### config.mk
export PLATFORM = sky130hd
export DESIGN_NAME = gray_codec_pipe
export DESIGN_NICKNAME = d
export VERILOG_FILES = /design/src/rtl/gray_pkg.sv /design/src/rtl/gray_pipe_stage.sv /design/src/rtl/gray_codec_pipe.sv
export SDC_FILE = /design/constraint.sdc
export NUM_CORES = 1
export LEC_CHECK = 0
export ABC_AREA = 1
export CAP_MARGIN = 20
export CORE_MARGIN = 2
export CORE_UTILIZATION = 28
export CTS_CLUSTER_DIAMETER = 150
export DETAILED_ROUTE_END_ITERATION = 10
export PLACE_DENSITY_LB_ADDON = 0.1
export SLEW_MARGIN = 10
export SYNTH_ARGS = -nofsm -noshare
export SYNTH_HDL_FRONTEND = slang
export SYNTH_SLANG_ARGS = --single-unit
### constraint.sdc
create_clock -name clk -period 5.2 [get_ports clk]
set_clock_uncertainty 0.15 [all_clocks]
set_input_delay 1.04 -clock clk [delete_from_list [all_inputs] [get_ports clk]]
set_output_delay 1.04 -clock clk [all_outputs]
set_load 0.02 [all_outputs]
### src/rtl/gray_pkg.sv
`default_nettype none
// ==========================================================================
// gray_pkg : shared constants and helpers for the Gray codec pipeline
// Revision : 1.0
// ==========================================================================
package gray_pkg;

  localparam int   ERR_CNT_W = 16;
  localparam int   MAX_W     = 64;
  localparam logic MODE_B2G  = 1'b1;
  localparam logic MODE_G2B  = 1'b0;

  typedef logic [MAX_W-1:0]     word_t;
  typedef logic [ERR_CNT_W-1:0] err_cnt_t;

  // Helpers work on a fixed wide word; callers zero-extend and slice.
  function automatic word_t bin2gray(input word_t b);
    return b ^ (b >> 1);
  endfunction

  function automatic logic [6:0] popcount(input word_t v);
    logic [6:0] n;
    n = '0;
    for (int i = 0; i < MAX_W; i++) begin
      n = n + {6'd0, v[i]};
    end
    return n;
  endfunction

  function automatic int bits_per_stage(input int width, input int lat);
    return (width + lat - 1) / lat;
  endfunction

endpackage
`default_nettype wire

### src/rtl/gray_pipe_stage.sv
`default_nettype none
// ==========================================================================
// gray_pipe_stage : one register stage with its slice of the Gray decode chain
// Revision : 1.0
// ==========================================================================
module gray_pipe_stage
  import gray_pkg::*;
#(
  parameter int WIDTH = 8,
  parameter int LAT   = 2,
  parameter int STAGE = 1
) (
  input  logic             clk,
  input  logic             rst,
  input  logic             up_valid_i,
  output logic             up_ready_o,
  input  logic [WIDTH-1:0] up_data_i,
  input  logic             up_mode_i,
  input  logic             up_err_i,
  output logic             dn_valid_o,
  input  logic             dn_ready_i,
  output logic [WIDTH-1:0] dn_data_o,
  output logic             dn_mode_o,
  output logic             dn_err_o
);

  localparam int BPS    = bits_per_stage(WIDTH, LAT);
  localparam int HI     = WIDTH - 1 - (STAGE - 1) * BPS;
  localparam int LO_RAW = WIDTH - STAGE * BPS;
  localparam int LO     = (STAGE == LAT || LO_RAW < 0) ? 0 : LO_RAW;

  logic             valid_q;
  logic [WIDTH-1:0] data_q;
  logic [WIDTH-1:0] data_d;
  logic             mode_q;
  logic             err_q;
  logic [WIDTH-1:0] dec_w;

  // Bits above HI arrive already binary, so each resolved bit chains off its upper neighbour.
  always_comb begin
    dec_w = up_data_i;
    for (int i = WIDTH - 2; i >= 0; i--) begin
      if (i >= LO && i <= HI) begin
        dec_w[i] = dec_w[i+1] ^ up_data_i[i];
      end
    end
  end

  if (STAGE == 1) begin : g_first
    word_t enc_w;
    logic  unused_enc_par;
    assign enc_w          = bin2gray(word_t'(up_data_i));
    assign unused_enc_par = ^enc_w;
    assign data_d         = (up_mode_i == MODE_B2G) ? enc_w[WIDTH-1:0] : dec_w;
  end else begin : g_rest
    assign data_d = (up_mode_i == MODE_B2G) ? up_data_i : dec_w;
  end

  assign up_ready_o = !valid_q || dn_ready_i;

  always_ff @(posedge clk) begin
    if (rst) begin
      valid_q <= 1'b0;
      data_q  <= '0;
      mode_q  <= 1'b0;
      err_q   <= 1'b0;
    end else if (up_ready_o) begin
      valid_q <= up_valid_i;
      if (up_valid_i) begin
        data_q <= data_d;
        mode_q <= up_mode_i;
        err_q  <= up_err_i;
      end
    end
  end

  assign dn_valid_o = valid_q;
  assign dn_data_o  = data_q;
  assign dn_mode_o  = mode_q;
  assign dn_err_o   = err_q;

endmodule
`default_nettype wire

### src/rtl/gray_codec_pipe.sv
`default_nettype none
// ==========================================================================
// gray_codec_pipe : pipelined binary/Gray converter with Gray adjacency check
// Revision : 1.0
// ==========================================================================
module gray_codec_pipe
  import gray_pkg::*;
#(
  parameter int WIDTH      = 8,
  parameter int LAT        = 2,
  parameter bit ALLOW_HOLD = 1'b1
) (
  input  logic                 clk,
  input  logic                 rst,
  input  logic                 in_valid,
  output logic                 in_ready,
  input  logic                 in_mode,
  input  logic [WIDTH-1:0]     in_data,
  output logic                 out_valid,
  input  logic                 out_ready,
  output logic [WIDTH-1:0]     out_data,
  output logic                 out_mode,
  output logic                 out_err,
  output logic [ERR_CNT_W-1:0] err_count,
  input  logic                 clear_count
);

  logic [LAT:0]     vld_w;
  logic [LAT:0]     rdy_w;
  logic [LAT:0]     mode_w;
  logic [LAT:0]     err_w;
  logic [WIDTH-1:0] data_w [0:LAT];

  logic             acc_w;
  logic             adj_err_w;
  logic [6:0]       pc_w;
  logic [WIDTH-1:0] hist_q;
  logic [WIDTH-1:0] hist_d;
  logic             hist_vld_q;
  logic             hist_vld_d;
  err_cnt_t         cnt_q;
  err_cnt_t         cnt_d;

  assign vld_w[0]   = in_valid;
  assign data_w[0]  = in_data;
  assign mode_w[0]  = in_mode;
  assign err_w[0]   = adj_err_w;
  assign rdy_w[LAT] = out_ready;

  for (genvar s = 1; s <= LAT; s++) begin : g_stage
    gray_pipe_stage #(
      .WIDTH (WIDTH),
      .LAT   (LAT),
      .STAGE (s)
    ) u_stage (
      .clk        (clk),
      .rst        (rst),
      .up_valid_i (vld_w[s-1]),
      .up_ready_o (rdy_w[s-1]),
      .up_data_i  (data_w[s-1]),
      .up_mode_i  (mode_w[s-1]),
      .up_err_i   (err_w[s-1]),
      .dn_valid_o (vld_w[s]),
      .dn_ready_i (rdy_w[s]),
      .dn_data_o  (data_w[s]),
      .dn_mode_o  (mode_w[s]),
      .dn_err_o   (err_w[s])
    );
  end

  // Both handshakes are masked while rst is high so nothing transfers mid-reset.
  assign in_ready  = rdy_w[0] && !rst;
  assign out_valid = vld_w[LAT] && !rst;
  assign out_data  = data_w[LAT];
  assign out_mode  = mode_w[LAT];
  assign out_err   = err_w[LAT];

  assign acc_w = in_valid && in_ready;
  assign pc_w  = popcount(word_t'(in_data ^ hist_q));

  always_comb begin
    adj_err_w  = 1'b0;
    hist_d     = hist_q;
    hist_vld_d = hist_vld_q;
    if (in_mode == MODE_G2B && hist_vld_q) begin
      adj_err_w = (pc_w != 7'd1) && !(ALLOW_HOLD && pc_w == 7'd0);
    end
    if (acc_w) begin
      if (in_mode == MODE_B2G) begin
        hist_vld_d = 1'b0;
      end else begin
        hist_d     = in_data;
        hist_vld_d = 1'b1;
      end
    end
  end

  always_comb begin
    cnt_d = cnt_q;
    if (clear_count) begin
      cnt_d = '0;
    end else if (out_valid && out_ready && out_err && cnt_q != '1) begin
      cnt_d = cnt_q + ERR_CNT_W'(1);
    end
  end

  always_ff @(posedge clk) begin
    if (rst) begin
      hist_q     <= '0;
      hist_vld_q <= 1'b0;
      cnt_q      <= '0;
    end else begin
      hist_q     <= hist_d;
      hist_vld_q <= hist_vld_d;
      cnt_q      <= cnt_d;
    end
  end

  assign err_count = cnt_q;

endmodule
`default_nettype wire
==> results.toml, run 1 <==
[clock_network]
cts_buffers = 5
h-tree-depth = 2
postCtsSetupBuffers = 0
cts_root_buf = "clkbuf_8"
cts_tree = "built"
ctsResizeCount = 0
clkLatencyLatePin_ps = 300
clock_sinks = 47
cts_buffer_depth = 2
hold_buffers = 0
clkTransAtPathRegs_ps = 90

[run]
maxCapViolCount = 0

[setup_path]
timing.critical_path.buf_inv = 4
max_stage_delay_ps = 540
endpoint_kind = "register"
reg2reg_to = "g_stage[1].u_stage.dn_err_o"
critPathMaxFanout = 3
arrival_ps = 4300
reg2reg_depth = 12
cpMostUsedCell = "fa_1"
critPathTopFamily = "adder cells"
ff2ff_setup_slack_ps = 1890
worstSetupStartpointType = "input port"
crit_slowest_cell = "fa_1"
reg2reg_from = "hist_q[0]"
critical_path_class = "in -> reg"
worstPathRequired_ps = 5300
worstPathCellList = "clkdlybuf4s50_1 > xor2_1 > fa_1 > inv_1 > fa_1 > fa_1 > inv_1 > ha_1 > inv_1 > fa_1 > o211ai_1 > nand3_1 > nand2_1"

[placed_design]
dp_slack_ps = 654
hpwl_um = 4310
gp_congestion = 0.757
port_buffers = 41
placedCellCount = 478

[grt]
grt_usage_pct = 12.5
antenna_found_initial = 0
grt_overflow = 0
grt_max_degree = 24
grt_pass1_vias = 2106
grt_pass1_wl_um = 10000

[logic_synthesis]
syn_inst = 345
syn_nets = 367
ys_ff_latch = 47
synth_edf_count = 0
yosysSeqAreaShare_pct = 36.3
async_reset_ff_share_pct = 0
synth_area_per_cell_um2 = 7.50
syn_area_um2 = 2590
yosysUniqueCellTypes = 32
synth.largest_area_cell = "dfxtp_1"
synth_ff_type = "dfxtp_1"
ys_top_cells_by_area = "dfxtp_1, nand2_1, xor2_1"
ys_warn_count = 0
netlist.area_leader.share_pct = 36.3

[final_layout]
syn_to_final_growth_pct = 20.8
fin_cells = 486
nNetsFinal = 396
fillers = 967
layout_commonest_cell = "nand2_1"
num_antenna_cells = 0
mostFrequentLayoutCells = "nand2_1, dfxtp_1, clkdlybuf4s50_1"
drive_gt1_share_pct = 9.33

[timing]
setup_viol_count_final = 0
setup_ws_ps = 1000
rsz0062_at_grt = "false"
worst_pin_slew_ps = 727
slew_viol_final = 0
hold_violations = 0
slew_headroom_pct = 51.6
min_period_over_period_pct = 80.8
finalSetupTns_ps = 0
clock.fmax_mhz = 238
hold_ws_ps = 316
period_needed_ps = 4200

[floorplanning]
die_height_um = 100
initial_core_util_pct = 28.4
fp-row-count = 35
die_w_um = 100
coreArea_um2 = 9110
io_pins = 42
die-area_um2 = 10000

[power]
leakagePower_nw = 1.18
vdd_drop_max_uv = 106
powerDensity_nw_per_um2 = 265
finalPower_uw = 829

[detailed_routing]
wl_per_cell_um = 12.2
routed_via_density = 4.49
drtAntennaViolNets = 0
dr.pass1.iters = 4
drt_first_iter_violations = 68
drt_wl_total_um = 5940
drc = 0
via_count = 2184

[hold_path]
min_from = "g_stage[2].u_stage.dn_mode_o"
min_path_type = "reg -> reg"
worstHoldEndpoint = "g_stage[2].u_stage.dn_mode_o"
min_path_cells = 2

[outcome]
status = "finished clean"
==> registers in the layout (all words and copies together), names as in the netlist <==
name,flops
g_stage.u_stage.dn_mode_o,2
hist_q,8
g_stage.u_stage.dn_err_o,2
g_stage.u_stage.dn_valid_o,2
hist_vld_q,1
err_count,16
g_stage.u_stage.dn_data_o,16
==> power breakdown <==
group	switching [mW]	leakage [nW]	total [mW]	internal (mW)
clock	0.131	0.0612	0.287	0.156
sequential	0.0103	0.384	0.386	0.376
combinational	0.0885	0.734	0.156	0.0671
==> cells in the mapped netlist (2+ instances only) <==
cell type  number
nand2_1        84
dfxtp_1        47
nor2_1         33
inv_1          27
o21ai_0        25
a21oi_1        23
xor2_1         17
nand3_1        15
xnor2_1        10
a21oi_2         9
buf_4           8
nand2_2         7
buf_2           6
clkbuf_1        4
fa_1            4
ha_1            4
nor3_1          3
nand3_2         2
nand4_1         2
nor2_2          2
o211ai_1        2
==> area by class of cell <==
type,count,area [µm²],area share [%]
repair buffers,42,418,13.4
inverters,30,115,3.68
well taps,111,139,4.44
flip-flops and latches,47,941,30.1
multi-input cells,248,1400,44.7
clock buffers,6,82.6,2.64
clock inverters,2,35.0,1.12
==> worst max path at each step <==
stage | slack (ps) | from | to | cells past startpoint
CTS | 990 | in_data[0] | g_stage[1].u_stage.dn_err_o | 13
detailed placement | 650 | in_data[0] | g_stage[1].u_stage.dn_err_o | 13
finish | 1000 | in_data[0] | g_stage[1].u_stage.dn_err_o | 13
global route | 850 | in_data[1] | g_stage[1].u_stage.dn_err_o | 13
global placement | 710 | in_data[0] | g_stage[1].u_stage.dn_err_o | 13
floorplan | 1290 | in_data[0] | g_stage[1].u_stage.dn_err_o | 12
==> tightest hold or removal path: stages, from the launching register on <==
cell and delay, ps:
dfxtp_1 320, nand2_1 60, a21oi_1 50
==> metrics by stage <==
| stage | utilization [%] | instance area [µm²] |
|---|---|---|
| after floorplan | - | 2590 |
| after global placement | 33.0 | 3010 |
| after detailed placement | 33.0 | 3010 |
| after CTS | 34.3 | 3130 |
| after global routing | 34.3 | 3130 |
| final | 34.3 | 3130 |
==> metal layers <==
| layer | global-route usage (%) | up-vias | wire (µm) |
|---|---|---|---|
| met1 | 16.1 | 987 | 2880 |
| met5 | 0 | - | 0 |
| met2 | 21.4 | 41 | 2790 |
| met3 | 2.37 | 8 | 202 |
| met4 | 3.48 | 0 | 63 |
| li1 | - | 1148 | - |
==> cell families (layout without fill, tap and decap cells) <==
logic type / after synthesis / after routing / synth area share [%]
AND/OR/NAND/NOR: 152 / 152 / 26.0
AO/OA/AOI/OAI: 61 / 61 / 13.8
XOR/XNOR: 27 / 27 / 9.13
flip-flops: 47 / 47 / 36.3
buffers and inverters: 50 / 80 / 9.71
adder cells (fa/ha/maj): 8 / 8 / 5.03
Note: power is estimated with default switching activity, not from simulation.
==> inputs of run 2 (changes only) <==
clock period = 3.5 ns   (was 5.2 ns; I/O delays follow)
==> run 2 against run 1 <==
  * Largest power group unchanged
  * Largest cell class unchanged
  * Non-clock buffer count rose by 9
  * Hold slack barely moved
  * Flip-flop and latch count did not move
  * Core utilization rose by 0.77 points
  * Wire length fell by 1.3%
  * Worst setup slack got worse by 840 ps
  * Via count did not move
  * Register-to-register slack got worse by 1600 ps
  * Final cell count rose by 1.9%
  * Critical path type unchanged
  * Highest routed layer unchanged
  * Combinational power rose by 56%
  * First-iteration DRC count fell by 38%
==> results.toml, run 2 (synthesized netlist as in run 1, its figures left out) <==
[final_layout]
fin_cells = 495
nNetsFinal = 405
drive_gt1_share_pct = 13.3
layout_commonest_cell = "nand2_1"
num_antenna_cells = 0
fillers = 994
mostFrequentLayoutCells = "nand2_1, dfxtp_1, clkdlybuf4s50_1"
postLayoutCoreUtil_pct = 35.1
syn_to_final_growth_pct = 23.5
final_area_um2 = 3200

[power]
power_frac_comb_pct = 19.7
powerDensity_nw_per_um2 = 389
leakagePower_nw = 1.22
seq_power_share_pct = 46.3
switchingPower_uw = 342
vdd_drop_max_uv = 155
pwr-share-clk_pct = 34.1
switching_share_pct = 27.5
p_int_uw = 900

[clock_network]
hold_buffers = 0
cts_buffers = 5
cts_root_buf = "clkbuf_8"
clkLatencyLatePin_ps = 300
clock_sinks = 47
h-tree-depth = 2
cts_buffer_depth = 2
cts_tree = "built"
clkTransAtPathRegs_ps = 100

[timing]
min_period_over_period_pct = 95.5
hold_ws_ps = 316
hold_violations = 0
slew_headroom_pct = 59.0
worst_pin_slew_ps = 615
setup_ws_ps = 157
setup_viol_count_final = 0
rsz0062_at_grt = "false"
slew_viol_final = 0
clock.fmax_mhz = 299
period_needed_ps = 3340

[detailed_routing]
via_count = 2184
drc = 0
drt_wl_total_um = 5860
routed_via_density = 4.41
drt_first_iter_violations = 42
dr.pass1.iters = 4
wl_per_cell_um = 11.8
drtAntennaViolNets = 0

[setup_path]
worstSetupStartpointType = "input port"
arrival_ps = 3400
reg2reg_to = "g_stage[1].u_stage.dn_err_o"
endpoint_kind = "register"
crit_end = "g_stage[1].u_stage.dn_err_o"
critical_path_class = "in -> reg"
ff2ff_setup_slack_ps = 300
reg2reg_depth = 12
cp-startpoint = "in_data[0]"
critPathMaxFanout = 2
reg2reg_from = "hist_q[3]"
worstPathRequired_ps = 3560

[placed_design]
hpwl_um = 4350
placedCellCount = 486
port_buffers = 41
gp_congestion = 0.781
dpl_cell_area_um2 = 3070
dp_slack_ps = -552

[run]
maxCapViolCount = 0

[floorplanning]
coreArea_um2 = 9110
die-area_um2 = 10000
die_w_um = 100
initial_core_util_pct = 28.4
io_pins = 42
die_height_um = 100
fp-row-count = 35

[grt]
grt_pass1_wl_um = 10100
grt_usage_pct = 12.5
grt_pass1_vias = 2144
grt_overflow = 0
antenna_found_initial = 0
grt_max_degree = 24

[outcome]
status = "finished clean"

[hold_path]
min_path_type = "reg -> reg"
==> run 2: cell count changes in the layout (fill, tap and decap cells not counted), sizes merged <==
cell and change:
buf +10, clkdlybuf4s50 -3, clkbuf +2
==> run 2: through the flow <==
| stage | setup TNS, ps | total power [mW] |
|---|---|---|
| after global placement | -493 | 0.819 |
| after CTS | 0 | 1.26 |
| after global routing | 0 | 1.31 |
| after floorplan | 0 | 0.754 |
| final | 0 | 1.24 |
| after detailed placement | -552 | 0.826 |
==> run 2: worst max-delay path, cell delays in order <==
cell and delay [ps]:
buf_2 120, xor2_2 170, fa_1 520, inv_2 40, fa_1 480, fa_1 400
inv_1 70, ha_2 170, inv_1 50, fa_1 470, o211ai_1 80, nand3_1 80
nand2_1 40
==> run 2: per-layer routing <==
layer	wire, µm	vias up	track usage, %
met5	0	-	0
met4	31	0	2.53
met3	209	2	2.79
met2	2840	27	22.4
met1	2780	989	15.5
li1	-	1166	-
==> run 2: area by class of cell <==
type / count / area [µm²] / share of cell area [%]
Tap cell: 111 / 139 / 4.34
Clock inverter: 2 / 35.0 / 1.10
Multi-Input combinational cell: 248 / 1410 / 44.2
Timing Repair Buffer: 51 / 470 / 14.7
Sequential cell: 47 / 941 / 29.4
Clock buffer: 6 / 82.6 / 2.58
Inverter: 30 / 115 / 3.60
==> run 2: how the worst min path moves through the flow <==
stage | from | to | slack [ps] | cells after the start
finish | hist_vld_q | g_stage[1].u_stage.dn_err_o | 320 | 2
global route | hist_vld_q | g_stage[1].u_stage.dn_err_o | 350 | 2
CTS | g_stage[2].u_stage.dn_mode_o | g_stage[2].u_stage.dn_mode_o | 330 | 2
detailed placement | hist_vld_q | g_stage[1].u_stage.dn_err_o | 300 | 2
global placement | g_stage[2].u_stage.dn_data_o[3] | g_stage[2].u_stage.dn_data_o[3] | 310 | 2
floorplan | hist_vld_q | g_stage[1].u_stage.dn_err_o | 280 | 2
==> run 2: what timing repair did <==
| action | CTS | global route |
|---|---|---|
| endpoints found under the setup margin | 1 | 1 |
| resized for setup | 11 | 3 |
| pin swaps | 8 | 6 |
| buffers inserted | 1 | 0 |
==> run 2: power by group through the flow <==
stage	logic (mW)	registers (mW)	clock network (mW)
after global routing	0.281	0.578	0.453
after CTS	0.248	0.575	0.439
after detailed placement	0.239	0.587	0
after global placement	0.232	0.587	0
after floorplan	0.170	0.584	0
final	0.244	0.574	0.423
